## config.mk

```make
export PLATFORM = sky130hd
export DESIGN_NAME = mem_rr_arbiter
export DESIGN_NICKNAME = d
export VERILOG_FILES = /design/src/rtl/mem_rr_arbiter.sv
export SDC_FILE = /design/constraint.sdc
export NUM_CORES = 1
export LEC_CHECK = 0
export BUFFER_PORTS_ARGS = -buffer_cell sky130_fd_sc_hd__buf_2
export CAP_MARGIN = 10
export CORE_AREA = 2 2 255 257
export DETAILED_ROUTE_END_ITERATION = 12
export DIE_AREA = 0 0 257 259
export MAX_ROUTING_LAYER = met4
export PLACE_DENSITY_LB_ADDON = 0.3
export SYNTH_ARGS = -nofsm -noshare
export SYNTH_HDL_FRONTEND = slang
export SYNTH_SLANG_ARGS = --single-unit
```

## constraint.sdc

```tcl
create_clock -name clk -period 3.9 [get_ports clk]
set_input_delay 0.78 -clock clk [delete_from_list [all_inputs] [get_ports clk]]
set_output_delay 0.78 -clock clk [all_outputs]
set_load 0.1 [all_outputs]
```

## src/rtl/mem_rr_arbiter.sv

```systemverilog
// N-port round-robin arbiter for a single memory port with in-order read tag routing.
// Optional MEM_ARB_DMA_PRIO_EN: port 0 becomes fixed highest priority, ports 1..N-1 rotate.
module mem_rr_arbiter #(
  parameter int NPORTS = 3,
  parameter int AW     = 64,
  parameter int DW     = 64,
  parameter int DEPTH  = 4
) (
  input  logic                       clk,
  input  logic                       rst_n,
  input  logic [NPORTS-1:0]          req,
  input  logic [NPORTS-1:0]          we,
  input  logic [NPORTS*AW-1:0]       addr,
  input  logic [NPORTS*DW-1:0]       wdata,
  output logic [NPORTS-1:0]          gnt,
  output logic [NPORTS-1:0]          valid,
  output logic [DW-1:0]              rdata,
  output logic                       mem_req,
  output logic                       mem_we,
  output logic [AW-1:0]              mem_addr,
  output logic [DW-1:0]              mem_wdata,
  input  logic                       mem_valid,
  input  logic [DW-1:0]              mem_rdata,
  output logic [$clog2(DEPTH):0]     outstanding,
  output logic                       err_unexp
);

  localparam int PW = (NPORTS > 1) ? $clog2(NPORTS) : 1;
  localparam int FW = $clog2(DEPTH);
  localparam int CW = FW + 1;

`ifdef MEM_ARB_DMA_PRIO_EN
  localparam logic [PW-1:0] PTR_RST = PW'(1);
`else
  localparam logic [PW-1:0] PTR_RST = PW'(0);
`endif

  logic [AW-1:0]     addr_a_s  [NPORTS];
  logic [DW-1:0]     wdata_a_s [NPORTS];
  logic [NPORTS-1:0] elig_s;
  logic [NPORTS-1:0] gnt_nxt_s;
  logic [NPORTS-1:0] valid_nxt_s;
  logic              room_s;
  logic              pop_s;
  logic              push_s;
  logic              unexp_s;
  logic              win_found_s;
  logic [PW-1:0]     win_s;
  logic [PW-1:0]     ptr_nxt_s;
  logic [PW-1:0]     head_s;
  logic [PW-1:0]     ptr_r;
  logic [PW-1:0]     tag_r [DEPTH];
  logic [FW-1:0]     wr_ptr_r;
  logic [FW-1:0]     rd_ptr_r;

  // A pop in the same cycle frees a slot for a new read.
  assign pop_s   = mem_valid & (outstanding != CW'(0));
  assign unexp_s = mem_valid & (outstanding == CW'(0));
  assign room_s  = (outstanding < CW'(DEPTH)) | pop_s;
  assign head_s  = tag_r[rd_ptr_r];
  assign push_s  = win_found_s & ~we[win_s];

  // Unpack flattened port buses and form per-port eligibility and one-hot pulses.
  always_comb begin
    for (int i = 0; i < NPORTS; i++) begin
      addr_a_s[i]    = addr[i*AW +: AW];
      wdata_a_s[i]   = wdata[i*DW +: DW];
      elig_s[i]      = req[i] & ~gnt[i] & (we[i] | room_s);
      gnt_nxt_s[i]   = win_found_s & (win_s == PW'(i));
      valid_nxt_s[i] = pop_s & (head_s == PW'(i));
    end
  end

  // Winner selection: scan downwards so the port closest to ptr wins last.
  always_comb begin : arb_comb
    int idx;
    idx         = 0;
    win_found_s = 1'b0;
    win_s       = PW'(0);
`ifdef MEM_ARB_DMA_PRIO_EN
    for (int k = NPORTS - 2; k >= 0; k--) begin
      idx         = int'(ptr_r) + k;
      idx         = (idx > NPORTS - 1) ? idx - (NPORTS - 1) : idx;
      win_found_s = elig_s[PW'(idx)] ? 1'b1 : win_found_s;
      win_s       = elig_s[PW'(idx)] ? PW'(idx) : win_s;
    end
    win_found_s = elig_s[0] ? 1'b1 : win_found_s;
    win_s       = elig_s[0] ? PW'(0) : win_s;
    if (win_found_s && (win_s != PW'(0))) begin
      ptr_nxt_s = (win_s == PW'(NPORTS - 1)) ? PW'(1) : win_s + PW'(1);
    end else begin
      ptr_nxt_s = ptr_r;
    end
`else
    for (int k = NPORTS - 1; k >= 0; k--) begin
      idx         = int'(ptr_r) + k;
      idx         = (idx >= NPORTS) ? idx - NPORTS : idx;
      win_found_s = elig_s[PW'(idx)] ? 1'b1 : win_found_s;
      win_s       = elig_s[PW'(idx)] ? PW'(idx) : win_s;
    end
    if (win_found_s) begin
      ptr_nxt_s = (win_s == PW'(NPORTS - 1)) ? PW'(0) : win_s + PW'(1);
    end else begin
      ptr_nxt_s = ptr_r;
    end
`endif
  end

  // Grant pulse, memory command register and rotation pointer.
  always_ff @(posedge clk or negedge rst_n) begin
    if (!rst_n) begin
      gnt       <= {NPORTS{1'b0}};
      mem_req   <= 1'b0;
      mem_we    <= 1'b0;
      mem_addr  <= {AW{1'b0}};
      mem_wdata <= {DW{1'b0}};
      ptr_r     <= PTR_RST;
    end else begin
      gnt     <= gnt_nxt_s;
      mem_req <= win_found_s;
      ptr_r   <= ptr_nxt_s;
      if (win_found_s) begin
        mem_we    <= we[win_s];
        mem_addr  <= addr_a_s[win_s];
        mem_wdata <= wdata_a_s[win_s];
      end
    end
  end

  // Tag FIFO of granted read ports; pointers wrap naturally since DEPTH is a power of 2.
  always_ff @(posedge clk or negedge rst_n) begin
    if (!rst_n) begin
      wr_ptr_r    <= FW'(0);
      rd_ptr_r    <= FW'(0);
      outstanding <= CW'(0);
      for (int i = 0; i < DEPTH; i++) begin
        tag_r[i] <= PW'(0);
      end
    end else begin
      if (push_s) begin
        tag_r[wr_ptr_r] <= win_s;
        wr_ptr_r        <= wr_ptr_r + FW'(1);
      end
      if (pop_s) begin
        rd_ptr_r <= rd_ptr_r + FW'(1);
      end
      case ({push_s, pop_s})
        2'b10:   outstanding <= outstanding + CW'(1);
        2'b01:   outstanding <= outstanding - CW'(1);
        default: outstanding <= outstanding;
      endcase
    end
  end

  // Response routing and the sticky unexpected-response flag.
  always_ff @(posedge clk or negedge rst_n) begin
    if (!rst_n) begin
      valid     <= {NPORTS{1'b0}};
      rdata     <= {DW{1'b0}};
      err_unexp <= 1'b0;
    end else begin
      valid     <= valid_nxt_s;
      err_unexp <= err_unexp | unexp_s;
      if (pop_s) begin
        rdata <= mem_rdata;
      end
    end
  end

endmodule

```

### Word-level counts from Yosys, hierarchy flattened

Cells that the tools add are included.

* magnitude comparators: 12
* bitwise logic cells: 27
* add/sub/neg operators: 10
* shift operators: 0
* reduce and logical (&&, ||, !) cells: 6
* eq/ne operators: 6
* multipliers: 0
* multiplexer cells: 34
* divide/modulo/power cells: 0

Operator list (count)
* $bmux 64 s2: 2
* $mux 64: 4
* $mux 2: 10
* $and 1x1->1: 15
* $lt 2x4->1 const B: 3
* $mux 1: 10
* $ge 3x3->1 const B: 3
* $not 2->3: 3
* $bmux 1 s2: 4
* $bwmux 8: 1
* $add 2x1->2 const B: 3
* $eq 2x1->1 const B: 3
* $eq 2x2->1 const B: 3
* $ge 3x2->1 const B: 2
* $pmux 3 s2: 1
* $sub 2x2->2 const B: 3
* $or 1x1->1: 5
* $bmux 2 s2: 1
* $demux 2 s2: 1
* $logic_not 2->1: 2
* $not 1->1: 4
* $add 2x1->3 const B: 1
* $add 2x2->3 const B: 1
* $add 3x1->3 const B: 1
* other kinds (9): 9

* memory bits (writable): 0
* bits in read-only memories: 0
* bits in latches: 0
* memories: 0
* register bits after elaboration: 218
* input port bits: 457
* output and inout bits: 204

### Depth between registers and ports, before layout

Gate-level depths: netlist (run 1).

* word-level depth: 17
* gate-level depth with buffers: 14

### Worst setup path before layout (run 1)

No wires, ideal clock.

* kind: register to register
* start point: register outstanding[2]
* end point: register outstanding[2]
* cell stages (with the launch flop): 12
* buffers on the path: 0
* slack: 474 ps
* required time: 3737 ps
* data arrival time: 3263 ps
* path through: dfrtp_1 or3b_1 a22o_1 a211oi_2 nand2_2 inv_2 o211ai_2 ha_1 fa_1 xnor2_1 nor2_1 xor2_1

* word-level cells in the longest chain between the ends: 17

Ends and longest elaborated chain
* start, declared: RTL line 24 `output logic [$clog2(DEPTH):0] outstanding,`
* start signal, assigned: RTL line 148 `2'b10: outstanding <= outstanding + CW'(1);`
* start signal, assigned: RTL line 149 `2'b01: outstanding <= outstanding - CW'(1);`
* start signal, assigned: RTL line 150 `default: outstanding <= outstanding;`
* branches (longest 17 deep; another with $lt 3x3->1)

Several ways; the timed one is not identified. The select of a mux whose other input is x is not followed.
A chain may end at the register's enable or synchronous reset.

### Worst setup path in the final report (run 1)

* start point: register ptr_r[0]
* end point: register outstanding[2]

* word-level cells in the longest chain between the ends: 15

Ends and longest elaborated chain
* start, declared: RTL line 51 `logic [PW-1:0] ptr_r;`
* start signal, assigned: RTL line 121 `ptr_r <= ptr_nxt_s;`
* $add 2x2->3: RTL line 96 `idx = int'(ptr_r) + k;`
* $ge 3x2->1 or $sub 2x2->2 (tied branches): RTL line 97 `idx = (idx >= NPORTS) ? idx - NPORTS : idx;`
* $mux 2: RTL line 97
* $bmux 1 s2: RTL line 98, 99
* $mux 1 (not written as such) (2 in series): RTL line 98, 99
* $mux 2 (3 in series): RTL line 99 `win_s = elig_s[PW'(idx)] ? PW'(idx) : win_s;`
* $bmux 1 s2: RTL line 61 `assign push_s = win_found_s & ~we[win_s];`
* $mux 1 (not written as such): RTL line 61
* $not 1->1: RTL line 61
* $and 1x1->1 *: RTL line 61
* $eq 2x1->1 or $eq 2x2->1 (tied branches): RTL line 147 `case ({push_s, pop_s})`
* $pmux 3 s2 or $reduce_bool 2->1 (tied branches)

Every way passes the cells marked *; elsewhere a longest branch is shown, timed or not. The select of a mux whose other input is x is not followed.

==> impl_metrics.toml, run 1 <==
[final_layout]
fill_cells = 7071
syn2layout_area_growth_pct = 52.06
num-nets-final = 2172
drive_gt1_share_pct = 42.50

[yosys]
seq_area_frac_synth_pct = 54.68
async_reset_ff_share_pct = 100.0
synth_edf_count = 0
synthesis.nets = 1556
syn_inst = 1091
yosysWarnings = 0
syn_area_um2 = 9977
yosys_register_bits = 218
ys_types = 46
syn_avg_cell_area_um2 = 9.145
synth_ff_type = "dfrtp_1"

[floorplanning]
rows = 93
pin_count = 661
initial_core_util_pct = 15.62
die_x_um = 257
dieArea_um2 = 66560
die_h_um = 259
coreArea_um2 = 63880

[sta]
fin_setup_tns_ps = 0
worst_slack_ps = 727.4
clock.fmax_mhz = 315.2
slew_headroom_pct = 42.85
hold-worst-slack_ps = 279.0
fin_crit_ps = 3173
rsz0062_at_grt = "false"
tightest_slew_ps = 857.3
finClkSkew_ps = 20.23
period_share_pct = 81.35
setup-violations-final = 0
finalHoldViolCount = 0
finalMaxSlewViolations = 0

[global_routing]
grt_pass1_vias = 10890
grt_use_total_pct = 12.61
grt_max_degree = 178
antenna_found_initial = 1
gr-total-overflow = 0
grt_pass1_wl_mm = 64.68

[clock_network]
numCtsBuffers = 27
clock_path_buffers = 3
cts_tree = "yes"
cts.htree.levels = 1
cts_hold_buf = 0
clk_pin_slew_worst_paths_ps = 60
clockRootBuffer = "clkbuf_16"
cts_sinks = 218
cts-resized-gates = 0
post-cts-setup-buffers = 0
clkLatencyLatePin_ps = 560

[status]
status = "completed"

[detailed_routing]
antenna_left = 0
initialDrtViolationCount = 773
drt_first_pass_iters = 5
wl_per_cell_um = 16.64
drt-total-wl_mm = 43.01
vias = 10850
drc_errors = 0
viasPerCell = 4.200

[placed_design]
pre_cts_slack_ps = 515.9
numPortBuffers = 660
detailed_place_hpwl_mm = 31.86
globalplace.congestion = 0.9158

[setup_path]
worst-endpoint-required_ps = 4330
r2r_slack_ps = 730
cp_max_fo = 10
arrival_ps = 3600
r2r_start = "ptr_r[0]"
cp-end-kind = "register"
worstSetupStartpoint = "ptr_r[0]"
crit_path_start_kind = "register"
crit_type = "reg2reg"

[job]
cap_violations = 0

[hold_path]
min_path_type = "in2async"
-- layout by cell type (no fill, tap or decap), types with 3 or more instances in the layout --
master / count
buf_2: 659
nand2_1: 314
dfrtp_1: 218
nand3_1: 154
a22oi_1: 138
nor2_1: 46
a31oi_1: 44
clkbuf_16: 27
clkbuf_8: 12
buf_12: 9
o21ai_0: 8
buf_4: 8
ha_1: 7
inv_1: 5
nand4_1: 5
xnor2_1: 5
clkbuf_1: 5
nor3b_1: 4
nor3_1: 4
o2bb2ai_1: 4
o2111ai_1: 4
a32o_1: 4
o21ai_1: 3
-- metrics by stage --
stage               utilization [%]  area [um^2]  std cells
global placement              22.30        14250       2533
floorplan                         -         9977       1091
CTS                           23.74        15170       2582
finish                        23.75        15170       2584
global route                  23.74        15170       2583
detailed placement            22.30        14250       2533
-- synthesized netlist by cell type, types with 2 or more instances --
cell type,instances,area share [%]
a211oi_1,2,0.15
a211oi_2,2,0.25
a21o_1,2,0.15
a22oi_1,138,10
a31oi_1,44,2.8
a32o_1,4,0.40
buf_1,17,0.64
buf_2,11,0.55
buf_4,8,0.60
clkbuf_1,54,2.0
dfrtp_1,218,55
ha_1,7,0.88
inv_1,6,0.23
inv_2,2,0.075
mux4_2,2,0.45
nand2_1,314,12
nand2b_1,3,0.19
nand3_1,154,7.7
nand4_1,5,0.31
nor2_1,46,1.7
nor3_1,4,0.20
nor3b_1,4,0.30
o2111ai_1,4,0.35
o21ai_0,8,0.40
o21ai_1,3,0.15
o2bb2ai_1,4,0.35
o31ai_1,2,0.15
xnor2_1,5,0.44
-- area by class of cell --
cell class | instances | area (um^2) | share of cell area, %
Clock inverter | 5 | 58.81 | 0.3876
Antenna cell | 2 | 5.005 | 0.03299
Clock buffer | 44 | 859.6 | 5.666
Timing Repair Buffer | 677 | 3553 | 23.42
Inverter | 8 | 37.54 | 0.2474
Sequential cell | 218 | 5455 | 35.96
Multi-Input combinational cell | 775 | 4131 | 27.23
Tap cell | 855 | 1070 | 7.052
-- worst max-delay path: stages (launching register included) --
cell and delay [ps]:
dfrtp_1 360, inv_1 50, ha_1 410, o41ai_1 530, a211oi_2 110, buf_4 170
a31oi_2 230, o211ai_2 180, ha_1 250, fa_1 380, xnor2_1 170, nor2_1 70
xor2_1 140
-- logic make-up (layout without fill, tap and decap cells) --
group	count (synthesis)	after routing	synth area share [%]
and+or+nand+nor	534	534	22.55
AOI/OAI and AO/OA	223	223	16.37
DFF	218	218	54.68
buffers and inverters	98	734	4.126
adders and majority gates	8	8	1.078
xor gates and xnor gates	6	6	0.5267
muxes	4	4	0.6772
other	0	2	0
-- per-layer routing --
metal  up-vias  wire (um)  GRT usage, %
met4         0       1638         4.845
met2       498      21280         21.10
met5         -          0             -
li1       5076          -             -
met1      5182      17140         14.87
met3        96       2944         2.578
-- path summary, 6_finish.rpt --
check | depth (start not counted) | end
worst max register to register | 12 | outstanding[2]
worst min-delay path | 1 | rdata[0]
min in group clk | 3 | rdata[20]
worst max-delay path | 12 | outstanding[2]
max in group asynchronous | 2 | tag_r[7]
worst min register to register | 2 | rdata[5]
-- state kept, by name, summed over array words and instances, names as in the netlist --
register,flops
err_unexp,1
gnt,3
mem_addr,64
mem_req,1
mem_wdata,64
mem_we,1
outstanding,3
ptr_r,2
rd_ptr_r,2
rdata,64
tag_r,8
valid,3
wr_ptr_r,2
Power of run 1 is left out: the tool's default activity adds up to more than one toggle a clock period on the data nets, which glitch-free logic cannot reach.
==> inputs of run 2 (changes only) <==
--- a/config.mk
+++ b/config.mk
@@ -7,9 +7,9 @@
 export LEC_CHECK = 0
 export BUFFER_PORTS_ARGS = -buffer_cell sky130_fd_sc_hd__buf_2
 export CAP_MARGIN = 10
-export CORE_AREA = 2 2 255 257
+export CORE_AREA = 2 2 256 258
 export DETAILED_ROUTE_END_ITERATION = 12
-export DIE_AREA = 0 0 257 259
+export DIE_AREA = 0 0 258 260
 export MAX_ROUTING_LAYER = met4
 export PLACE_DENSITY_LB_ADDON = 0.3
 export SYNTH_ARGS = -nofsm -noshare
==> constraint.sdc (replaced) <==
create_clock -name clk -period 2.8 [get_ports clk]
set_input_delay 0.56 -clock clk [delete_from_list [all_inputs] [get_ports clk]]
set_output_delay 0.56 -clock clk [all_outputs]
set_load 0.1 [all_outputs]
==> run 2 against run 1 <==
  * Hold slack lost 260 ps
  * Setup slack lost 700 ps
  * Global-route usage shrank 0.47 points
  * Wire length shrank 2.2%
  * Design area grew 3.6%
  * Clock skew grew 4.5 ps
  * Register-to-register slack lost 700 ps
  * Via count shrank 0.51%
  * Clock-buffer cell count shrank 7
  * Flip-flop and latch count is the same
  * Die area grew 0.78%
==> impl_metrics.toml, run 2 (same netlist as run 1, synthesis figures left out) <==
[sta]
finalMaxSlewViolations = 0
fin_setup_tns_ps = 0
hold-worst-slack_ps = 19.09
period_share_pct = 99.18
slew_headroom_pct = 44.62
rsz0062_at_grt = "true"
finClkSkew_ps = 24.75
fin_crit_ps = 2777
setup-violations-final = 0
clock.fmax_mhz = 360.1
tightest_slew_ps = 830.7
finalHoldViolCount = 0

[job]
cap_violations = 0

[placed_design]
numPortBuffers = 660
globalplace.congestion = 0.9149
detailed_place_hpwl_mm = 31.83

[setup_path]
crit_path_start_kind = "register"
cp_max_fo = 6
cp-end-kind = "register"
arrival_ps = 3190
crit_type = "reg2reg"
worst-endpoint-required_ps = 3220
r2r-end = "outstanding[2]"
worstSetupStartpoint = "ptr_r[0]"
r2r_start = "ptr_r[0]"
r2r_cells = 13
r2r_slack_ps = 20

[final_layout]
fill_cells = 7113
num-nets-final = 2219
drive_gt1_share_pct = 44.95
final_common_cell = "buf_2"
top_regs = "mem_addr x64, mem_wdata x64, rdata x64"
mostFrequentLayoutCells = "buf_2 (659), nand2_1 (314), dfrtp_1 (213)"
syn2layout_area_growth_pct = 57.55
seqCellArea_um2 = 5466
multi_input_area_um2 = 4272

[floorplanning]
die_h_um = 260
rows = 93
initial_core_util_pct = 15.56
die_x_um = 258
coreArea_um2 = 64120
dieArea_um2 = 67080
pin_count = 661

[global_routing]
grt_use_total_pct = 12.14
gr-total-overflow = 0
antenna_found_initial = 3
grt_pass1_vias = 11060
grt_pass1_wl_mm = 62.79
grt_max_degree = 178

[detailed_routing]
drc_errors = 0
drt_first_pass_iters = 5
vias = 10800
antenna_left = 0
wl_per_cell_um = 15.98
drt-total-wl_mm = 42.04
initialDrtViolationCount = 788
viasPerCell = 4.104

[clock_network]
numCtsBuffers = 27
cts_sinks = 218
cts_tree = "yes"
clkLatencyLatePin_ps = 560
cts.htree.levels = 1
clockRootBuffer = "clkbuf_16"
clock_path_buffers = 3
clk_pin_slew_worst_paths_ps = 60

[status]
status = "completed"

[hold_path]
min_path_type = "in2async"
## run 2: changes by cell type in the layout (fill, tap and decap cells not counted), sizes merged
| cell | before | now |
|---|---|---|
| buf | 677 | 724 |
| clkbuf | 44 | 37 |
| clkinv | 1 | 6 |
| bufinv | 1 | 3 |
| diode | 2 | 3 |
| inv | 9 | 8 |
## run 2: metrics by stage
step	utilization, %	instance area (um^2)	instances	setup slack (ps)
4_1_cts	24.39	15640	2624	5.635
6_report	24.52	15720	2631	22.89
3_3_place_gp	22.91	14690	2576	-107.1
2_1_floorplan	-	10050	1091	-84.14
3_5_place_dp	22.91	14690	2576	-148.3
5_1_grt	24.52	15720	2631	-73.58
## run 2: metal layers
metal	part of all wire, %	track usage, %	wire length [um]
met3	6.6	2.407	2771
met5	0	-	0
met1	40	14.27	16880
met4	3.0	3.789	1253
met2	50	20.86	21140
## run 2: how the worst max path moves through the flow
stage          slack (ps)  cells after the start        endpoint
2_1_floorplan         -80                     11  outstanding[2]
3_3_place_gp         -110                     10  outstanding[1]
3_5_place_dp         -150                     10  outstanding[1]
4_1_cts                 6                     13  outstanding[2]
5_1_grt               -70                     12  outstanding[2]
6_report               20                     13  outstanding[2]
## run 2: critical path: stages, from the launching register on
cell and delay [ps]:
dfrtp_2 420, buf_4 140, ha_4 180, a22o_1 270, a211oi_4 290, buf_4 180
nand2_4 50, inv_4 90, o211ai_4 100, ha_4 190, fa_2 350, xnor2_1 140
nor2_1 70, xor2_1 160
## run 2: layout make-up
class | count | area share (%)
tap | 855 | 6.806
multi-input combinational | 775 | 27.18
timing repair buffer | 724 | 25.22
antenna | 3 | 0.04776
clock buffer | 37 | 4.856
sequential | 218 | 34.78
clock inverter | 11 | 0.8835
inverter | 8 | 0.2388
## run 2: repair_timing
| item | CTS | global route |
|---|---|---|
| endpoints found under the setup margin | 2 | 9 |
| resized for setup | 5 | 10 |
| hold endpoints to repair | 0 | 0 |
| hold buffers | 0 | 0 |
| cloned | 0 | 0 |
| buffers inserted | 0 | 5 |
| pin swaps | 2 | 9 |
Power of run 2 is left out for the same reason.
==> inputs of run 3 (changes only) <==
--- a/config.mk
+++ b/config.mk
@@ -7,11 +7,12 @@
 export LEC_CHECK = 0
 export BUFFER_PORTS_ARGS = -buffer_cell sky130_fd_sc_hd__buf_2
 export CAP_MARGIN = 10
-export CORE_AREA = 2 2 256 258
+export CORE_AREA = 2 2 254 256
 export DETAILED_ROUTE_END_ITERATION = 12
-export DIE_AREA = 0 0 258 260
+export DIE_AREA = 0 0 256 258
 export MAX_ROUTING_LAYER = met4
 export PLACE_DENSITY_LB_ADDON = 0.3
 export SYNTH_ARGS = -nofsm -noshare
 export SYNTH_HDL_FRONTEND = slang
 export SYNTH_SLANG_ARGS = --single-unit
+export TNS_END_PERCENT = 5
==> constraint.sdc (replaced) <==
create_clock -name clk -period 3.59 [get_ports clk]
set_input_delay 0.718 -clock clk [delete_from_list [all_inputs] [get_ports clk]]
set_output_delay 0.718 -clock clk [all_outputs]
set_load 0.1 [all_outputs]
==> run 3 against run 2 <==
  * Core utilization shrank 0.61 points
  * Register-to-register slack gained 430 ps
  * Setup slack gained 430 ps
  * Wire length shrank 1.7%
  * First-iteration DRC count grew 3.4%
  * Cell count shrank 1.7%
  * Sequential share of layout area grew 1.1 points
  * Clock skew shrank 12 ps
  * Clock-buffer cell count is the same
  * Critical path type unchanged
  * Largest cell class unchanged
  * Highest routed layer unchanged
==> impl_metrics.toml, run 3 (same netlist as run 1, synthesis figures left out) <==
[sta]
finClkSkew_ps = 12.85
finalHoldViolCount = 0
clock.fmax_mhz = 319.2
rsz0062_at_grt = "false"
fin_crit_ps = 3133
slew_headroom_pct = 47.29
hold-worst-slack_ps = 137.4
period_share_pct = 87.27
tightest_slew_ps = 783.9
setup-violations-final = 0
fin_setup_tns_ps = 0
finalMaxSlewViolations = 0

[clock_network]
numCtsBuffers = 27
cts_tree = "yes"
clock_path_buffers = 3
cts_hold_buf = 0
clkLatencyLatePin_ps = 560
post-cts-setup-buffers = 0
cts.htree.levels = 1
cts_sinks = 218
clk_pin_slew_worst_paths_ps = 60
cts-resized-gates = 0
clockRootBuffer = "clkbuf_16"

[placed_design]
globalplace.congestion = 0.9607
numPortBuffers = 660
detailed_place_hpwl_mm = 30.17

[floorplanning]
dieArea_um2 = 66050
die_h_um = 258
pin_count = 661
die_x_um = 256
initial_core_util_pct = 15.67
coreArea_um2 = 63650
rows = 93

[global_routing]
antenna_found_initial = 4
grt_max_degree = 135
grt_use_total_pct = 12.24
grt_pass1_wl_mm = 62.27
grt_pass1_vias = 10600
gr-total-overflow = 0

[detailed_routing]
vias = 10690
initialDrtViolationCount = 815
viasPerCell = 4.136
wl_per_cell_um = 15.98
drc_errors = 0
antenna_left = 0
drt-total-wl_mm = 41.32
drt_first_pass_iters = 5

[final_layout]
num-nets-final = 2172
final_common_cell = "buf_2"
mostFrequentLayoutCells = "buf_2 (659), nand2_1 (314), dfrtp_1 (218)"
syn2layout_area_growth_pct = 52.48
seqCellArea_um2 = 5455
top_regs = "mem_addr x64, mem_wdata x64, rdata x64"
fill_cells = 7075
drive_gt1_share_pct = 42.58
final_util_pct = 23.90
multi_input_area_um2 = 4131

[setup_path]
crit_buf_inv = 1
crit_chain = "inv_1, ha_1, nand3_1, o31ai_1, o31ai_1, o211ai_2, ha_1, fa_1, xnor2_1, nor2_1, xor2_1"
cp_slowest_stage_delay_ps = 710
worst-endpoint-required_ps = 4030
critical-path-top-delay-family = "adder cells"
crit_type = "reg2reg"
slowest_stage = "o31ai_1"
cp-end-kind = "register"
crit_path_start_kind = "register"
arrival_ps = 3570
cp_max_fo = 10

[status]
status = "completed"

[job]
cap_violations = 0

[hold_path]
min_path_type = "in2async"
-- run 3: worst paths after layout --
path                                   to  depth (start not counted)  slack [ps]          start
setup reg to reg           outstanding[2]                         11         460       ptr_r[0]
hold reg to reg                 err_unexp                          1         460      err_unexp
min in group clk                rdata[37]                          3         350  mem_rdata[37]
setup / recovery           outstanding[2]                         11         460       ptr_r[0]
max in group asynchronous        rdata[8]                          2        2610          rst_n
hold / removal                   rdata[5]                          1         140          rst_n
-- run 3: area by class of cell --
cell class	instances	area share (%)
inverter	8	0.2467
timing repair buffer	677	23.44
sequential	218	35.86
clock inverter	11	1.053
tap	855	7.032
multi-input combinational	775	27.16
antenna	4	0.06580
clock buffer	37	5.148
-- run 3: routing by layer --
layer | track usage [%] | up-vias | part of all wire [%]
li1 | - | 5092 | -
met2 | 20.21 | 471 | 49
met4 | 4.207 | 0 | 3.1
met1 | 14.69 | 5058 | 41
met3 | 2.778 | 71 | 7.2
met5 | - | - | 0
-- run 3: stage by stage --
stage	cells	cell area (um^2)	worst slack, ps
2_1_floorplan	1091	9977	163.8
3_3_place_gp	2533	14260	227.5
3_5_place_dp	2533	14260	198.6
4_1_cts	2581	15200	463.9
5_1_grt	2585	15210	153.2
6_report	2585	15210	456.9
Power of run 3 is left out for the same reason.
